File: config.mk
export PLATFORM = sky130hd
export DESIGN_NAME = mirror_check_seq_flat
export DESIGN_NICKNAME = d
export VERILOG_FILES = /design/src/rtl/mirror_check_seq_if.sv /design/src/rtl/mirror_check_seq.sv /design/src/flat_wrapper.sv
export SDC_FILE = /design/constraint.sdc
export NUM_CORES = 1
export LEC_CHECK = 0
export ABC_AREA = 1
export CAP_MARGIN = 10
export CORE_UTILIZATION = 48
export DETAILED_ROUTE_END_ITERATION = 10
export PLACE_DENSITY = 0.76
export SYNTH_ARGS = -nofsm -noshare
export SYNTH_HDL_FRONTEND = slang
export SYNTH_SLANG_ARGS = --single-unit
File: constraint.sdc
create_clock -name clk -period 3.1 [get_ports clk]
set_clock_uncertainty 0.1 [all_clocks]
set_input_delay 0.31 -clock clk [delete_from_list [all_inputs] [get_ports clk]]
set_output_delay 0.31 -clock clk [all_outputs]
set_load 0.05 [all_outputs]
File: src/rtl/mirror_check_seq_if.sv
// ----------------------------------------------------------------------------
// mirror_check_seq_if
// Bundles the input and result handshakes of mirror_check_seq.
//
// Parameter:
//   W          half-width of in_data (number of mirrored bit pairs)
//
// Signals (direction seen from the checker, i.e. the slave modport):
//   in_valid   in   in_data is valid
//   in_ready   out  checker accepts in_data this cycle
//   in_data    in   {b, a}; a = in_data[W-1:0], b = in_data[2W-1:W]
//   out_valid  out  result fields are valid
//   out_ready  in   consumer accepts the result
//   out        out  1 = every checked pair equal
//   mism_cnt   out  number of mismatching pairs among the checked pairs
//   first_idx  out  lowest mismatching pair index, 0 if none
//   busy       out  comparison in progress
//
// Handshake rule (both channels): a transfer happens on a rising clock edge
// where valid and ready are both 1. The producer holds data stable while
// valid is high and not yet taken; ready never depends combinationally on
// valid.
// ----------------------------------------------------------------------------
interface mirror_check_seq_if #(
    parameter int W = 5
);
    localparam int CW = $clog2(W + 1);
    localparam int IW = (W > 1) ? $clog2(W) : 1;

    logic            in_valid;
    logic            in_ready;
    logic [2*W-1:0]  in_data;
    logic            out_valid;
    logic            out_ready;
    logic            out;
    logic [CW-1:0]   mism_cnt;
    logic [IW-1:0]   first_idx;
    logic            busy;

    modport master (
        output in_valid, in_data, out_ready,
        input  in_ready, out_valid, out, mism_cnt, first_idx, busy
    );

    modport slave (
        input  in_valid, in_data, out_ready,
        output in_ready, out_valid, out, mism_cnt, first_idx, busy
    );
endinterface

File: src/rtl/mirror_check_seq.sv
// ----------------------------------------------------------------------------
// mirror_check_seq
// Sequential mirror checker: captures a 2W-bit word {b, a} and compares the
// pairs (a[k], b[k]) CHUNK at a time, reporting whether all checked pairs
// match, how many mismatch, and the lowest mismatching index.
//
// Parameters:
//   W           number of mirrored bit pairs (>= 1)
//   CHUNK       pairs compared per cycle (1..W, divides W)
//   EARLY_EXIT  1 = finish after the first chunk that holds a mismatch
//
// Ports:
//   clk          rising-edge clock
//   rst          synchronous active-high reset
//   bus          mirror_check_seq_if.slave (input word, result, busy)
//   dbg_state_o  current FSM state (IDLE=0, CHECK=1, DONE=2)
//
// Handshake rule: see mirror_check_seq_if. in_ready is high only in IDLE
// (and low while rst is high); out_valid is high only in DONE.
// ----------------------------------------------------------------------------
module mirror_check_seq #(
    parameter int W          = 5,
    parameter int CHUNK      = 1,
    parameter bit EARLY_EXIT = 1'b0
) (
    input  logic                clk,
    input  logic                rst,
    mirror_check_seq_if.slave   bus,
    output logic [1:0]          dbg_state_o
);

    localparam int NCH = W / CHUNK;
    localparam int CW  = $clog2(W + 1);
    localparam int IW  = (W > 1) ? $clog2(W) : 1;
    localparam int PW  = (NCH > 1) ? $clog2(NCH) : 1;

    generate
        if (W < 1 || CHUNK < 1 || CHUNK > W || (W % CHUNK) != 0) begin : g_bad_params
            $error("mirror_check_seq: illegal W/CHUNK combination");
        end
    endgenerate

    typedef enum logic [1:0] {
        IDLE  = 2'd0,
        CHECK = 2'd1,
        DONE  = 2'd2
    } state_t;

    state_t          state_q, state_d;
    logic [2*W-1:0]  data_q, data_d;
    logic [PW-1:0]   ptr_q, ptr_d;
    logic [CW-1:0]   acc_q, acc_d;        // running mismatch count
    logic [IW-1:0]   idx_q, idx_d;        // running first mismatch index
    logic            found_q, found_d;    // idx_q holds a real mismatch
    logic            res_out_q, res_out_d;
    logic [CW-1:0]   res_cnt_q, res_cnt_d;
    logic [IW-1:0]   res_idx_q, res_idx_d;

    logic [W-1:0]    diff;
    logic [CW-1:0]   pop;
    logic            hit;
    logic [IW-1:0]   hit_idx;
    logic [CW-1:0]   acc_sum;
    logic            accept;
    logic            last_chunk;

    // Mismatches inside the chunk selected by ptr_q. Scanning k upward means
    // the first hit is the lowest index in the chunk; because chunks are
    // visited in ascending order it is also the lowest index overall.
    always_comb begin
        diff    = data_q[W-1:0] ^ data_q[2*W-1:W];
        pop     = '0;
        hit     = 1'b0;
        hit_idx = '0;
        for (int k = 0; k < W; k++) begin
            if ((k / CHUNK) == int'(ptr_q) && diff[k]) begin
                pop = pop + CW'(1);
                if (!hit) begin
                    hit     = 1'b1;
                    hit_idx = IW'(k);
                end
            end
        end
    end

    assign acc_sum    = acc_q + pop;
    assign last_chunk = (ptr_q == PW'(NCH - 1));
    assign accept     = bus.in_valid && bus.in_ready;

    always_comb begin
        state_d   = state_q;
        data_d    = data_q;
        ptr_d     = ptr_q;
        acc_d     = acc_q;
        idx_d     = idx_q;
        found_d   = found_q;
        res_out_d = res_out_q;
        res_cnt_d = res_cnt_q;
        res_idx_d = res_idx_q;
        case (state_q)
            IDLE: begin
                if (accept) begin
                    data_d  = bus.in_data;
                    ptr_d   = '0;
                    acc_d   = '0;
                    idx_d   = '0;
                    found_d = 1'b0;
                    state_d = CHECK;
                end
            end
            CHECK: begin
                acc_d = acc_sum;
                ptr_d = ptr_q + PW'(1);
                if (!found_q && hit) begin
                    found_d = 1'b1;
                    idx_d   = hit_idx;
                end
                if (last_chunk || (EARLY_EXIT && hit)) begin
                    // Result registers are separate from the accumulators
                    // so the previous result stays visible during CHECK.
                    state_d   = DONE;
                    res_cnt_d = acc_sum;
                    res_out_d = (acc_sum == '0);
                    res_idx_d = found_q ? idx_q : hit_idx;
                end
            end
            DONE: begin
                if (bus.out_ready) begin
                    state_d = IDLE;
                end
            end
            default: state_d = IDLE;
        endcase
    end

    always_ff @(posedge clk) begin
        if (rst) begin
            state_q   <= IDLE;
            data_q    <= '0;
            ptr_q     <= '0;
            acc_q     <= '0;
            idx_q     <= '0;
            found_q   <= 1'b0;
            res_out_q <= 1'b0;
            res_cnt_q <= '0;
            res_idx_q <= '0;
        end else begin
            state_q   <= state_d;
            data_q    <= data_d;
            ptr_q     <= ptr_d;
            acc_q     <= acc_d;
            idx_q     <= idx_d;
            found_q   <= found_d;
            res_out_q <= res_out_d;
            res_cnt_q <= res_cnt_d;
            res_idx_q <= res_idx_d;
        end
    end

    assign bus.in_ready  = (state_q == IDLE) && !rst;
    assign bus.out_valid = (state_q == DONE);
    assign bus.busy      = (state_q == CHECK);
    assign bus.out       = res_out_q;
    assign bus.mism_cnt  = res_cnt_q;
    assign bus.first_idx = res_idx_q;
    assign dbg_state_o   = state_q;

endmodule

File: src/flat_wrapper.sv
// flat-port wrapper written by rule: the top's interface ports become plain ports
module mirror_check_seq_flat 
#(
    parameter int W          = 5,
    parameter int CHUNK      = 1,
    parameter bit EARLY_EXIT = 1'b0
)
  (clk, rst, dbg_state_o, bus_in_valid, bus_in_data, bus_out_ready, bus_in_ready, bus_out_valid, bus_out, bus_mism_cnt, bus_first_idx, bus_busy);
  mirror_check_seq_if #(.W(W)) bus_i ();
  input  logic clk;
  input  logic rst;
  output logic [1:0] dbg_state_o;
  input wire logic [$bits(bus_i.in_valid)-1:0] bus_in_valid;
  input wire logic [$bits(bus_i.in_data)-1:0] bus_in_data;
  input wire logic [$bits(bus_i.out_ready)-1:0] bus_out_ready;
  output wire logic [$bits(bus_i.in_ready)-1:0] bus_in_ready;
  output wire logic [$bits(bus_i.out_valid)-1:0] bus_out_valid;
  output wire logic [$bits(bus_i.out)-1:0] bus_out;
  output wire logic [$bits(bus_i.mism_cnt)-1:0] bus_mism_cnt;
  output wire logic [$bits(bus_i.first_idx)-1:0] bus_first_idx;
  output wire logic [$bits(bus_i.busy)-1:0] bus_busy;
  assign bus_i.in_valid = bus_in_valid;
  assign bus_i.in_data = bus_in_data;
  assign bus_i.out_ready = bus_out_ready;
  assign bus_in_ready = bus_i.in_ready;
  assign bus_out_valid = bus_i.out_valid;
  assign bus_out = bus_i.out;
  assign bus_mism_cnt = bus_i.mism_cnt;
  assign bus_first_idx = bus_i.first_idx;
  assign bus_busy = bus_i.busy;
  mirror_check_seq #(.W(W), .CHUNK(CHUNK), .EARLY_EXIT(EARLY_EXIT)) u_core (.clk(clk), .rst(rst), .bus(bus_i), .dbg_state_o(dbg_state_o));
endmodule
# --- Word-level counts from Yosys, hierarchy flattened ---
# Cells that the tools add are included.
# Widths: inputs -> output; s select.
classes:
  n_addsub: 6
  eq_ne: 11
  muxes: 31
  bitwise_logic: 1
  reduce_logical: 19
op_table:
  columns: ["operator", "n"]
  rows:
  - ["$mux 3", 14]
  - ["$pmux 3 s2", 3]
  - ["$add 3x1->3 const B", 4]
  - ["$eq 3x3->1 const A", 3]
  - ["$mux 1", 9]
  - ["$logic_and 1x1->1", 8]
  - ["$logic_not 3->1", 2]
  - ["$mux 2", 3]
  - ["$ne 2x1->1 const B", 3]
  - ["$pmux 2 s3", 1]
  - ["$reduce_and 2->1", 3]
  - ["$reduce_and 3->1", 2]
  - ["$xor 5x5->5", 1]
  - ["$add 3x3->3", 1]
  - ["$eq 2x3->1 const A", 1]
  - ["$eq 3x3->1 const B", 1]
  - ["$add 1x1->2 const B", 1]
  - ["$eq 2x1->1 const B", 1]
  - ["$eq 2x2->1 const B", 1]
  - ["$logic_not 1->1", 2]
  - ["$logic_not 2->1", 1]
  - ["$ne 2x2->1 const B", 1]
  - ["$pmux 1 s2", 1]
  - ["$reduce_bool 2->1", 1]
totals:
  elab_cells: 77
  regBits: 29
  output_inout_bits: 12

# --- Logic depth before layout (Yosys ltp) ---
depth:
  depth_word: 13
  depth_mapped: 24
  mapped_depth_nobuf: 24

# --- Worst setup path before layout ---
# No wires, ideal clock.
synth_timing:
  path_type: "register -> register"
  from: "register u_core.ptr_q[0]"
  to: "register u_core.res_cnt_q[2], in the netlist u_core.bus.mism_cnt[2]"
  setup_time_ns: 0.116
  arrival_ns: 3.221
  slack_ns: -0.336
  n_path_buf: 0
  path_stages_with_launch: 22
  synth_period_minus_slack_ns: 3.436
  required_time_ns: 2.884
  cell_sequence: "dfxtp_1 -> inv_1 -> ha_1 -> and3_1 -> ha_1 -> xnor2_4 -> ha_1 -> nand2_1 -> nand2_1 -> ha_1 -> o21ai_0 -> fa_1 -> inv_1 -> nand2_1 -> nand2_1 -> nand4_1 -> nand2_1 -> inv_1 -> nand2_1 -> nand2_1 -> o21ai_0 -> inv_1"
synth_via:
  elab_chain_cells: 12
  elab_cells_between_ends: 22
  classes_between: "5 x add/sub; 5 x eq/ne; 5 x mux; 7 x reduce/logical"
synth_lines:
  columns: ["element", "line", "text"]
  rows:
  - ["from (decl)", "mirror_check_seq.sv:51", "logic [PW-1:0] ptr_q, ptr_d;"]
  - ["from (signal assigned)", "mirror_check_seq.sv:150", "ptr_q <= ptr_d;"]
  - ["$logic_not 3->1", "mirror_check_seq.sv:76", "if ((k / CHUNK) == int'(ptr_q) && diff[k]) begin"]
  - ["$logic_and 1x1->1", "mirror_check_seq.sv:76", null]
  - ["$mux 1", "mirror_check_seq.sv:76", null]
  - ["$add 1x1->2", "mirror_check_seq.sv:77", "pop = pop + CW'(1);"]
  - ["$mux 3", "mirror_check_seq.sv:76", null]
  - ["$add 3x1->3", "mirror_check_seq.sv:77", null]
  - ["$mux 3", "mirror_check_seq.sv:76", null]
  - ["$add 3x1->3", "mirror_check_seq.sv:77", null]
  - ["$mux 3", "mirror_check_seq.sv:76", null]
  - ["$add 3x1->3", "mirror_check_seq.sv:77", null]
  - ["$mux 3", "mirror_check_seq.sv:76", null]
  - ["$add 3x3->3", "mirror_check_seq.sv:86", "assign acc_sum = acc_q + pop;"]
  - ["to (signal assigned)", "mirror_check_seq.sv:155", "res_cnt_q <= res_cnt_d;"]
  - ["to (decl)", "mirror_check_seq.sv:56", "logic [CW-1:0] res_cnt_q, res_cnt_d;"]
# Parallel ways exist; a longest one is shown, timed or not.
# A chain may end at the register's enable or synchronous reset.

# --- Final worst setup path ---
# Same ends and word-level chain as after synthesis.

==> results <==
-- cell type report --
type                            instances  share of cell area
Tap cell                               44             0.02465
Timing Repair Buffer                   39              0.1653
Sequential cell                        29              0.2627
Multi-Input combinational cell        156              0.4678
Inverter                               32             0.05490
Clock buffer                            7             0.02465
-- synthesized netlist by cell type --
cell type and count:
a31oi_1 1, o22ai_1 1, clkbuf_1 2, nor2_2 3
nand3_2 2, xor2_1 1, buf_6 1, ha_1 11
o21ai_0 14, buf_2 1, nand2_2 1, nand3_1 16
nand2_1 50, fa_1 1, a21oi_1 28, nor3_1 1
xnor2_4 1, inv_1 32, nor3_4 1, xor2_2 1
buf_4 1, nor2_1 15, and3_1 2, dfxtp_1 29
a21boi_0 1, nand3_4 1, a211oi_1 1, nand4_1 3
-- power breakdown --
part	internal [mW]	switching (mW)	leakage, nW
clock	0.107	0.126	0.0314
combinational	0.0698	0.0817	0.630
sequential	0.383	0.00918	0.237
total	0.560	0.216	0.898
-- metal layers --
metal,GRT usage,part of all wire,vias up
met4,0.1262,0.026,0
met3,0.05411,0.037,11
met5,0,0,-
met1,0.2674,0.41,703
li1,-,-,803
met2,0.3603,0.52,37
-- state kept, by name (all words and copies together), names as in the netlist --
| signal | flops |
|---|---|
| u_core.idx_q | 3 |
| u_core.data_q | 10 |
| u_core.bus.mism_cnt | 3 |
| u_core.bus.first_idx | 3 |
| u_core.acc_q | 3 |
| u_core.found_q | 1 |
| u_core.bus.out | 1 |
| u_core.ptr_q | 3 |
| u_core.dbg_state_o | 2 |
-- what timing repair did --
action,4_1_cts,5_1_grt
pin swaps,4,16
setup endpoints to repair,3,4
buffers inserted,2,3
resized for setup,8,25
-- worst max-delay path, stage by stage (launching register included) --
cell and delay [ns]:
dfxtp_4 0.39, inv_4 0.05, ha_4 0.15, and3_4 0.17, ha_4 0.26, xnor2_4 0.14, buf_6 0.14, xor2_4 0.14
buf_4 0.15, ha_4 0.27, o21ai_4 0.05, fa_2 0.37, inv_2 0.06, nand2_2 0.04, nand2_2 0.07, nand4_1 0.12
nand2_2 0.11, inv_2 0.04, nand2_2 0.06, nand2_2 0.06, o21ai_1 0.12, inv_1 0.05
-- metrics by stage --
step                      setup WS, ns  cells  setup TNS, ns
after detailed placement      -0.07612    295        -0.1258
after CTS                     -0.04266    304       -0.05679
final                          -0.1234    307        -0.2890
after floorplan                0.06487    222              0
after global placement         0.03667    295              0
after global routing           -0.2568    307        -0.7052
-- cell usage in the layout (no fill, tap or decap), types with 9 or more instances in the layout --
| cell type | n |
|---|---|
| nor2_1 | 15 |
| nand3_1 | 15 |
| inv_1 | 27 |
| dfxtp_1 | 26 |
| o21ai_0 | 11 |
| buf_4 | 13 |
| a21oi_1 | 27 |
| nand2_1 | 42 |
| clkdlybuf4s50_1 | 24 |
| nand2_2 | 9 |
-- logic make-up after synthesis --
group	synth area share
buf+inv	0.09351
flops	0.3586
fa+ha+maj	0.09737
simple gates	0.2713
compound gates	0.1468
xor+xnor	0.03246
-- worst min-delay path by stage --
stage                         start         endpoint  slack (ns)  cells past startpoint
floorplan           u_core.ptr_q[0]  u_core.ptr_q[0]        0.34                      1
global placement    u_core.acc_q[1]  u_core.acc_q[1]        0.35                      2
detailed placement  u_core.acc_q[1]  u_core.acc_q[1]        0.36                      2
CTS                 u_core.acc_q[1]  u_core.acc_q[1]        0.37                      2
global route         u_core.bus.out   u_core.bus.out        0.39                      2
finish              u_core.acc_q[1]  u_core.acc_q[1]        0.37                      2
==> reports/results.tsv <==
stage	metric	value	unit
setup_path	reg2reg_depth	21	
grt	grt_util_all_layers	0.2223	
route	routed_wl	3.746	mm
synthesis	ys_types	28	
layout	regArea	586.8	sq um
grt	grt-ovfl-total	0	
timing	tightest_slew	0.5213	ns
outcome	status	finished, violations left	
pwr	total_power	0.7764	mW
setup_path	cp_max_fo	3	
setup_path	cp-endpoint	u_core.bus.mism_cnt[2]	
route	first_iter_violations	79	
setup_path	worstSetupPathType	flip-flop to flip-flop	
layout	fin_util	0.7140	
route	drc_errors	0	
place	dpl_cell_area	1988	sq um
die	io_pins	26	
timing	rsz0062_at_grt	yes	
layout	multi_input_area	1045	sq um
layout	drive_gt1_frac	0.2319	
synthesis	synth_area	1619	sq um
cts	cts_made_buffers	5	
route	wl_per_cell	12.20	um
setup_path	startpoint	u_core.ptr_q[0]	
route	ant_nets	0	
timing	slew_headroom	0.6514	
timing	max_freq	310.2	MHz
grt	grt_pass1_vias	1420	
synthesis	syn_inst	222	
timing	slew_violations	0	
hold_path	hp-class	flip-flop to flip-flop	
synthesis	synth.avg_cell_area	7.293	sq um
pwr	powerDensity	347.6	nW/um^2
synthesis	synth_top_cell_by_area	dfxtp_1	
outcome	violations	negative setup slack	
synthesis	synth_top_area_share	0.3586	
cts	cts_hold_buf	0	
synthesis	synth_seq_cells	29	
die	start_util	0.5176	
pwr	p_leak	0.8983	nW
layout	nFillCells	242	
cts	clockBufferDepth	2	
cts	cts_htree_levels	2	
place	gp_congestion	0.8137	
synthesis	syn_nets	248	
timing	fin_hold_ws	0.3684	ns
layout	num_antenna_cells	0	
die	dieArea	3609	sq um
setup_path	worst_setup_path_start_kind	flip-flop	
cts	clk_pin_slew	0.09	ns
grt	grt_max_degree	22	
die	die_x	60.08	um
die	rows	20	
setup_path	cp-end-kind	flip-flop	
die	die_height	60.08	um
grt	grt_pass1_wl	5.809	mm
cts	cts_tree	done	
cts	clk_latency	0.33	ns
place	io_buffers	25	
timing	period_share	1.040	
synthesis	yosys_warnings	0	
run	drv_cap	0	
layout	fin_nets	289	
pwr	irDropWorstVdd	0.0002683	V
cts	root_buffer	clkbuf_4	
setup_path	r2r-end	u_core.bus.mism_cnt[2]	
route	dr.pass1.iters	4	
route	via_per_inst	5.062	
route	num_vias	1554	
synthesis	ys_seq_area_frac	0.3586	
layout	final_area	2233	sq um
cts	clkSinkCount	29	
die	fp.coreArea	3128	sq um
setup_path	rrSetupSlack	-0.12	ns
timing	finalSetupViolCount	3	
timing	hold_violations	0	
synthesis	synthTopCellsByArea	dfxtp_1 36%, nand2_1 12%, a21oi_1 8.7%	
setup_path	arrival	3.36	ns
place	hpwl	2.564	mm
timing	min_period	3.223	ns
setup_path	worstPathRequired	3.24	ns
grt	grt_antenna_before_repair	0	
layout	syn_to_final_growth	37.94	%
setup_path	rr_startpoint	u_core.ptr_q[0]	
timing	setup_ws	-0.1234	ns
Power figures use the tool's default switching activity.
